File: config.mk
export PLATFORM = sky130hd
export DESIGN_NAME = text_vga_render
export DESIGN_NICKNAME = d
export VERILOG_FILES = /design/src/rtl/text_vga_render.sv
export SDC_FILE = /design/constraint.sdc
export NUM_CORES = 1
export LEC_CHECK = 0
export ABC_CLOCK_PERIOD_IN_PS = 4300
export CAP_MARGIN = 40
export CORE_ASPECT_RATIO = 1.4
export CORE_MARGIN = 2
export CORE_UTILIZATION = 55
export DETAILED_ROUTE_END_ITERATION = 16
export HOLD_SLACK_MARGIN = 0.03
export PLACE_DENSITY = 0.82
export RECOVER_POWER = 50
export SYNTH_ARGS = -nofsm -noshare
export SYNTH_HDL_FRONTEND = slang
export SYNTH_SLANG_ARGS = --single-unit
File: constraint.sdc
create_clock -name clk -period 4.3 [get_ports clk]
set_input_delay 0.645 -clock clk [delete_from_list [all_inputs] [get_ports clk]]
set_output_delay 0.645 -clock clk [all_outputs]
set_load 0.05 [all_outputs]
File: src/rtl/text_vga_render.sv
// Text-mode VGA raster engine: 640x480@60 timing, character RAM fetch,
// font lookup handoff, inverse video and blinking underline cursor.
module text_vga_render #(
  parameter int COLS         = 80,
  parameter int ROWS         = 60,
  parameter int BLINK_FRAMES = 32,
  parameter int H_VIS        = COLS * 8,
  parameter int H_FP         = 16,
  parameter int H_SYNC       = 96,
  parameter int H_BP         = 48,
  parameter int V_VIS        = ROWS * 8,
  parameter int V_FP         = 10,
  parameter int V_SYNC       = 2,
  parameter int V_BP         = 33
) (
  input  logic        clk,
  input  logic        rst_n,
  output logic [12:0] char_addr,
  input  logic [7:0]  char_data,
  output logic [7:0]  font_ascii,
  output logic [3:0]  font_line,
  input  logic [7:0]  font_row,
  input  logic [11:0] fg_color,
  input  logic [11:0] bg_color,
  input  logic        cursor_en,
  input  logic [6:0]  cursor_col,
  input  logic [5:0]  cursor_row,
  output logic [3:0]  vga_r,
  output logic [3:0]  vga_g,
  output logic [3:0]  vga_b,
  output logic        vga_hs,
  output logic        vga_vs,
  output logic        frame_start
);

  localparam logic [9:0] H_LAST  = 10'(H_VIS + H_FP + H_SYNC + H_BP - 1);
  localparam logic [9:0] V_LAST  = 10'(V_VIS + V_FP + V_SYNC + V_BP - 1);
  localparam logic [9:0] H_VIS_L = 10'(H_VIS);
  localparam logic [9:0] V_VIS_L = 10'(V_VIS);
  localparam logic [9:0] HS_BEG  = 10'(H_VIS + H_FP);
  localparam logic [9:0] HS_END  = 10'(H_VIS + H_FP + H_SYNC);
  localparam logic [9:0] VS_BEG  = 10'(V_VIS + V_FP);
  localparam logic [9:0] VS_END  = 10'(V_VIS + V_FP + V_SYNC);
  localparam int         FW      = $clog2(BLINK_FRAMES + 1);
  localparam logic [FW-1:0] BF   = FW'(BLINK_FRAMES);

  // Sideband that travels with each pixel; sync flags are active-high here
  // so that cleared pipeline registers mean "no sync pulse".
  typedef struct packed {
    logic       hs;
    logic       vs;
    logic       fs;
    logic [2:0] px;
    logic [2:0] ln;
    logic [6:0] col;
    logic [5:0] row;
  } stage_t;

  logic [9:0]    h, v;
  logic          vis0;
  logic [12:0]   addr0;
  stage_t        s0, s1, s2;
  logic [1:0]    vld_pipe;
  logic [FW-1:0] fcnt;
  logic          blink_on;
  logic          cursor_hit, pix;

  always_ff @(posedge clk or negedge rst_n) begin
    if (!rst_n) begin
      h <= '0;
      v <= '0;
    end else if (h == H_LAST) begin
      h <= '0;
      v <= (v == V_LAST) ? '0 : v + 1'b1;
    end else begin
      h <= h + 1'b1;
    end
  end

  // row*80 as row*64 + row*16
  assign addr0 = {1'b0, v[8:3], 6'b0} + {3'b0, v[8:3], 4'b0} + {6'b0, h[9:3]};
  assign vis0  = (h < H_VIS_L) && (v < V_VIS_L);

  always_comb begin
    s0     = '0;
    s0.hs  = (h >= HS_BEG) && (h < HS_END);
    s0.vs  = (v >= VS_BEG) && (v < VS_END);
    s0.fs  = (h == '0) && (v == '0);
    s0.px  = h[2:0];
    s0.ln  = v[2:0];
    s0.col = h[9:3];
    s0.row = v[8:3];
  end

  always_ff @(posedge clk or negedge rst_n) begin
    if (!rst_n) begin
      char_addr <= '0;
      s1        <= '0;
      s2        <= '0;
      vld_pipe  <= '0;
    end else begin
      if (vis0) char_addr <= addr0;
      s1       <= s0;
      s2       <= s1;
      vld_pipe <= {vld_pipe[0], vis0};
    end
  end

  assign font_ascii = {1'b0, char_data[6:0]};
  assign font_line  = {1'b0, s2.ln};
  assign cursor_hit = cursor_en & blink_on & (s2.col == cursor_col) &
                      (s2.row == cursor_row) & (&s2.ln[2:1]);
  assign pix        = font_row[3'd7 - s2.px] ^ char_data[7] ^ cursor_hit;

  always_ff @(posedge clk or negedge rst_n) begin
    if (!rst_n) begin
      {vga_r, vga_g, vga_b} <= '0;
      vga_hs      <= 1'b1;
      vga_vs      <= 1'b1;
      frame_start <= 1'b0;
    end else begin
      {vga_r, vga_g, vga_b} <= vld_pipe[1] ? (pix ? fg_color : bg_color) : 12'h000;
      vga_hs      <= ~s2.hs;
      vga_vs      <= ~s2.vs;
      frame_start <= s2.fs;
    end
  end

  // fcnt counts frames begun in the current blink phase; toggling on the
  // start of frame BLINK_FRAMES keeps each phase exactly BLINK_FRAMES long.
  always_ff @(posedge clk or negedge rst_n) begin
    if (!rst_n) begin
      fcnt     <= '0;
      blink_on <= 1'b1;
    end else if (frame_start) begin
      if (fcnt == BF) begin
        fcnt     <= FW'(1);
        blink_on <= ~blink_on;
      end else begin
        fcnt <= fcnt + 1'b1;
      end
    end
  end

endmodule
==> out/qor.yml, run 1 <==
grt.overflow.total: 0
slowest_stage: "dfrtp_1"
first_iter_violations: 168
drc: 0
maxSlewViolCount: 70
clkLatencyLatePin_ns: 0.34
cts_buffers: 9
maxCapViolations: 1
synth_top_area_share: 0.5396
critPathLaunchType: "flop"
cts_hold_buffers: 0
synth_flop_cell: "dfrtp_1"
max_stage_delay_ns: 0.55
layout_commonest_cell: "dfrtp_1"
via_count: 3331
ys_seq_elements: 101
timing_hold_violations_final: 0
final_cells: 579
synthAdderAreaFrac: 0.05562
fin_tns_setup_ns: 0
wl_per_cell_um: 16.25
grt_max_degree: 70
fp.dieH_um: 111.6
final-seq-area_mm2: 0.002531
yosys.area_share.xor_xnor: 0.06718
violations: "capacitance limit, slew limit"
r2r-start: "v[3]"
cts_tree: "yes"
fin_ws_ns: 1.565
crit_buf_inv: 2
via_per_inst: 5.753
ys_warn_count: 0
r2r_slack_ns: 1.57
status: "complete, but fails checks"
antennaDiodeCount: 0
grt_pass1_vias: 3389
synth_cell_types: 42
fin_crit_ns: 2.735
io_pins: 96
synth_edf_count: 0
worstSetupEndpoint: "char_addr[11]"
antenna_found_initial: 0
post-place-ws_ns: 1.308
dr.pass1.iters: 5
synth_top_family_by_area: "simple AND/OR/NAND/NOR gates"
grt_pass1_wl_um: 15700
min_period_over_period: 0.6360
finalPower_mw: 2.025
worstPathRequired_ns: 4.54
synth-simple-area-share: 0.1922
muxShareOfSynthArea: 0.01652
dp.cells: 562
seq_area_frac_synth: 0.5570
syn_area_mm2: 0.004544
port-buffer-count: 79
reg2reg_depth: 9
hpwl_um: 6372
p_leak_nw: 2.586
max_freq_mhz: 365.7
crit_start: "v[3]"
rsz0062_at_grt: "no"
ir_drop_v: 0.0002999
synthArstFlopShare: 1.000
cp_top_family: "adder cells"
clockBufferDepth: 2
tightest_slew_ns: 1.639
syn2layout_area_growth_pct: 24.28
place_congestion: 0.8974
cp.depth: 9
cp_cell_sequence: "inv_1, fa_1, inv_1, fa_1, a21o_1, a21oi_1, o21bai_1, a21o_1, a211oi_1"
setup_viol: 0
grt_usage: 0.2235
powerDensity_mw_per_mm2: 358.6
start_util: 0.5610
dieArea_mm2: 0.009015
ctsResizeCount: 0
maxSlewHeadroom: -0.09249
end_kind: "flop"
drive_gt1_frac: 0.06080
cts-htree-levels: 3
root_buffer: "clkbuf_16"
hp-class: "flop to flop"
numClockSinks: 101
syn_avg_cell_area_um2: 11.11
netlist_top_cells_area: "dfrtp_1 (54%), nand4_1 (9.2%), ha_1 (4.7%)"
ant_nets: 0
cp_max_fo: 9
path_class: "flop to flop"
final_cell_mix: "dfrtp_1 (98), clkdlybuf4s50_1 (78), nand4_1 (67)"
layout.nets: 547
worstReg2RegEnd: "char_addr[11]"
synth_top_area_cell: "dfrtp_1"
core_mm2: 0.008100
path_clk_slew_ns: 0.07
synth-compound-area-share: 0.04983
num_rows: 39
fillers: 570
die_w_um: 80.82
cts_setup_buffers: 0
syn_inst: 409
drt_wl_total_um: 9407
fin_skew_ns: 0.009905
multi_input_area_mm2: 0.001740
crit_arrival_ns: 2.97
-- sequential cells by signal, indices dropped and copies added (netlist names) --
signal       cells
vga_vs           1
v               10
char_addr       13
fcnt             6
vga_hs           1
h               10
vga_g            4
s2              19
font_line        3
vga_r            4
s1              22
blink_on         1
vga_b            4
vld_pipe         2
frame_start      1
-- cells by family after synthesis --
family | after synthesis
AOI/OAI and AO/OA | 39
DFF | 101
muxes | 3
other | 1
xor gates and xnor gates | 34
adders and majority gates | 19
buffers and inverters | 51
and+or+nand+nor | 161
-- layout make-up --
cell class,count,share of cell area
clock buffer,11,0.04298
clock inverter,5,0.01484
inverter,17,0.01130
multi-input combinational,258,0.3082
sequential,101,0.4482
tap,102,0.02260
timing repair buffer,85,0.1520
-- power by group --
part	total, mW	switching [mW]	internal (mW)
clock network	0.869	0.342	0.527
registers	0.966	0.00323	0.963
logic	0.190	0.111	0.0790
total	2.03	0.457	1.57
-- how the worst min path moves through the flow --
stage	startpoint	cells past startpoint	end	slack (ns)
5_1_grt	s1[18]	0	s2[18]	0.35
3_3_place_gp	s1[16]	0	s2[16]	0.33
2_1_floorplan	s1[13]	0	font_line[0]	0.33
6_report	s1[18]	0	s2[18]	0.34
4_1_cts	s1[18]	0	s2[18]	0.35
3_5_place_dp	s1[11]	0	s2[11]	0.33
-- stage by stage --
stage	util	hold WS (ns)	instance area, um2
global route	0.6973	0.3481	5648
detailed placement	0.6559	0.3347	5313
global placement	0.6511	0.3318	5274
floorplan	-	0.3312	4548
CTS	0.6962	0.3459	5639
finish	0.6973	0.3435	5648
-- worst register-to-register path, cell delays in order, from the launching register on --
cell,delay (ns)
dfrtp_1,0.55
inv_1,0.13
fa_1,0.52
inv_1,0.07
fa_1,0.46
a21o_1,0.20
a21oi_1,0.20
o21bai_1,0.11
a21o_1,0.18
a211oi_1,0.21
-- Yosys cell counts (3+ instances only) --
cell type and instances:
nand2_1 41, dfrtp_1 98, a21oi_1 7, a21o_1 4, nand3_1 8, ha_1 17, clkbuf_1 12, inv_1 17
buf_6 4, o21ai_0 19, xnor2_1 15, dfstp_2 3, buf_2 5, nor4_1 7, nor3_1 3, nand4_1 67
or3_1 3, xor2_1 18, nand2b_1 3, and3_1 5, nor2_1 14, buf_4 12, a31oi_1 3
-- metal layers --
| layer | routed length (um) | vias up | GRT usage | part of all wire |
|---|---|---|---|---|
| li1 | - | 1577 | - | - |
| met1 | 3723 | 1604 | 0.2699 | 0.40 |
| met2 | 4820 | 125 | 0.3796 | 0.51 |
| met3 | 599 | 25 | 0.04457 | 0.064 |
| met4 | 263 | 0 | 0.1017 | 0.028 |
| met5 | 0 | - | 0 | 0 |
Power figures use the tool's default switching activity.
==> run 2, diff against run 1 <==
--- a/config.mk
+++ b/config.mk
@@ -5,14 +5,14 @@
 export SDC_FILE = /design/constraint.sdc
 export NUM_CORES = 1
 export LEC_CHECK = 0
-export ABC_CLOCK_PERIOD_IN_PS = 4300
+export ABC_CLOCK_PERIOD_IN_PS = 2400
 export CAP_MARGIN = 40
 export CORE_ASPECT_RATIO = 1.4
 export CORE_MARGIN = 2
-export CORE_UTILIZATION = 55
+export CORE_UTILIZATION = 46
 export DETAILED_ROUTE_END_ITERATION = 16
 export HOLD_SLACK_MARGIN = 0.03
-export PLACE_DENSITY = 0.82
+export PLACE_DENSITY = 0.73
 export RECOVER_POWER = 50
 export SYNTH_ARGS = -nofsm -noshare
 export SYNTH_HDL_FRONTEND = slang
==> constraint.sdc (replaced) <==
create_clock -name clk -period 2.4 [get_ports clk]
set_input_delay 0.36 -clock clk [delete_from_list [all_inputs] [get_ports clk]]
set_output_delay 0.36 -clock clk [all_outputs]
set_load 0.05 [all_outputs]
==> out/qor.yml, run 2 (synthesis gave the netlist of run 1 again) <==
status: "completed"
final_cells: 626
dp.cells: 608
path_clk_slew_ns: 0.07
largest_reg_flops: 22
max_stage_delay_ns: 0.54
switching_share: 0.2236
io_pins: 96
fillers: 782
die_w_um: 88
wl_per_cell_um: 15.19
first_iter_violations: 204
cts_buffers: 9
layout_commonest_cell: "dfrtp_1"
critPathLaunchType: "flop"
p_clk_frac: 0.443
worstPathRequired_ns: 2.63
clockBufferDepth: 2
setup_viol: 0
path_class: "flop to flop"
ant_nets: 0
top_regs: "s1 (22), s2 (19), char_addr (13)"
clkLatencyLatePin_ns: 0.34
cts-htree-levels: 3
timing_hold_violations_final: 0
cp_cell_sequence: "inv_1, fa_1, inv_1, ha_1, a21o_1, a21oi_2, o21ai_1, a21o_1, a22o_1"
final_cell_mix: "dfrtp_1 (98), clkdlybuf4s50_1 (78), nand4_1 (67)"
hpwl_um: 6740
largest-register: "s1"
max_freq_mhz: 437.1
cp_max_fo: 2
fin_tns_setup_ns: 0
slowest_stage: "fa_1"
maxCapViolations: 0
crit_arrival_ns: 2.51
grt_pass1_vias: 3285
drive_gt1_frac: 0.09109
hp-class: "flop to flop"
p_sw_mw: 0.8349
start_util: 0.4778
drt_wl_total_um: 9506
grt_usage: 0.1888
maxSlewHeadroom: 0.3092
end_kind: "flop"
multi_input_area_mm2: 0.001758
syn2layout_area_growth_pct: 28.50
grt.overflow.total: 0
via_per_inst: 5.240
final-seq-area_mm2: 0.002531
fin_skew_ns: 0.007560
dr.pass1.iters: 4
antenna_found_initial: 0
cp_top_family: "compound AO/OA/AOI/OAI gates"
grt_pass1_wl_um: 15490
fin_crit_ns: 2.288
ir_drop_v: 0.0003495
fp.dieH_um: 121.6
maxSlewViolCount: 0
layout.nets: 564
antennaDiodeCount: 0
share_comb_of_total_power: 0.094
pwr-share-seq: 0.463
core_mm2: 0.009512
num_rows: 42
fin_ws_ns: 0.1123
post-place-ws_ns: -0.0002600
p_int_mw: 2.899
crit_buf_inv: 2
min_period_over_period: 0.9532
port-buffer-count: 79
place_congestion: 0.8897
numClockSinks: 101
finish.utilization: 0.6139
drc: 0
root_buffer: "clkbuf_16"
via_count: 3280
tightest_slew_ns: 1.036
r2r_slack_ns: 0.11
powerDensity_mw_per_mm2: 639.5
dieArea_mm2: 0.01070
grt_max_degree: 49
cts_tree: "yes"
p_leak_nw: 2.657
-- run 2: cell count changes in the layout (fill, tap and decap cells not counted), moves of 2 or more --
cell | before | now
a21oi_1 | 7 | 5
buf_6 | 2 | 0
inv_6 | 0 | 2
buf_12 | 0 | 3
a21oi_2 | 0 | 2
clkbuf_1 | 1 | 6
buf_4 | 3 | 12
-- run 2: layout make-up --
class | instances | area share
clock buffer | 9 | 0.03857
sequential | 101 | 0.4335
timing repair buffer | 102 | 0.1671
clock inverter | 7 | 0.02057
tap | 132 | 0.02828
multi-input combinational | 258 | 0.3011
inverter | 17 | 0.01093
-- run 2: routing by layer --
metal	track usage	vias to the layer above	wire, um
li1	-	1603	-
met1	0.2331	1567	3901
met2	0.3125	97	4955
met3	0.04607	13	500
met4	0.08269	0	148
met5	0	-	0
-- run 2: worst paths after layout --
path | start | to | depth (start not counted)
hold reg to reg | s1[17] | s2[17] | 0
setup / recovery | h[9] | char_addr[12] | 9
setup reg to reg | h[9] | char_addr[12] | 9
min in group asynchronous | rst_n | fcnt[1] | 2
max in group asynchronous | rst_n | v[5] | 3
hold / removal | s1[17] | s2[17] | 0
-- run 2: timing repair --
action	4_1_cts	5_1_grt
hold endpoints to repair	40	0
pin swaps	0	3
buffers inserted	0	1
hold buffers	1	0
gates resized for setup	1	4
endpoints found under the setup margin	1	2
-- run 2: through the flow --
step	power [mW]	hold WS, ns	cell area [um2]
final	3.734	0.3396	5839
after global routing	3.863	0.3515	5839
after CTS	3.789	0.3420	5858
after detailed placement	2.118	0.3347	5500
after global placement	2.110	0.3322	5500
after floorplan	1.959	0.06441	4552
-- run 2: power by group through the flow --
stage	Sequential (mW)	Clock, mW	Combinational (mW)
after floorplan	1.85	0	0.111
after global placement	1.76	0	0.348
after detailed placement	1.76	0	0.355
after CTS	1.73	1.70	0.358
after global routing	1.73	1.75	0.377
final	1.73	1.65	0.351
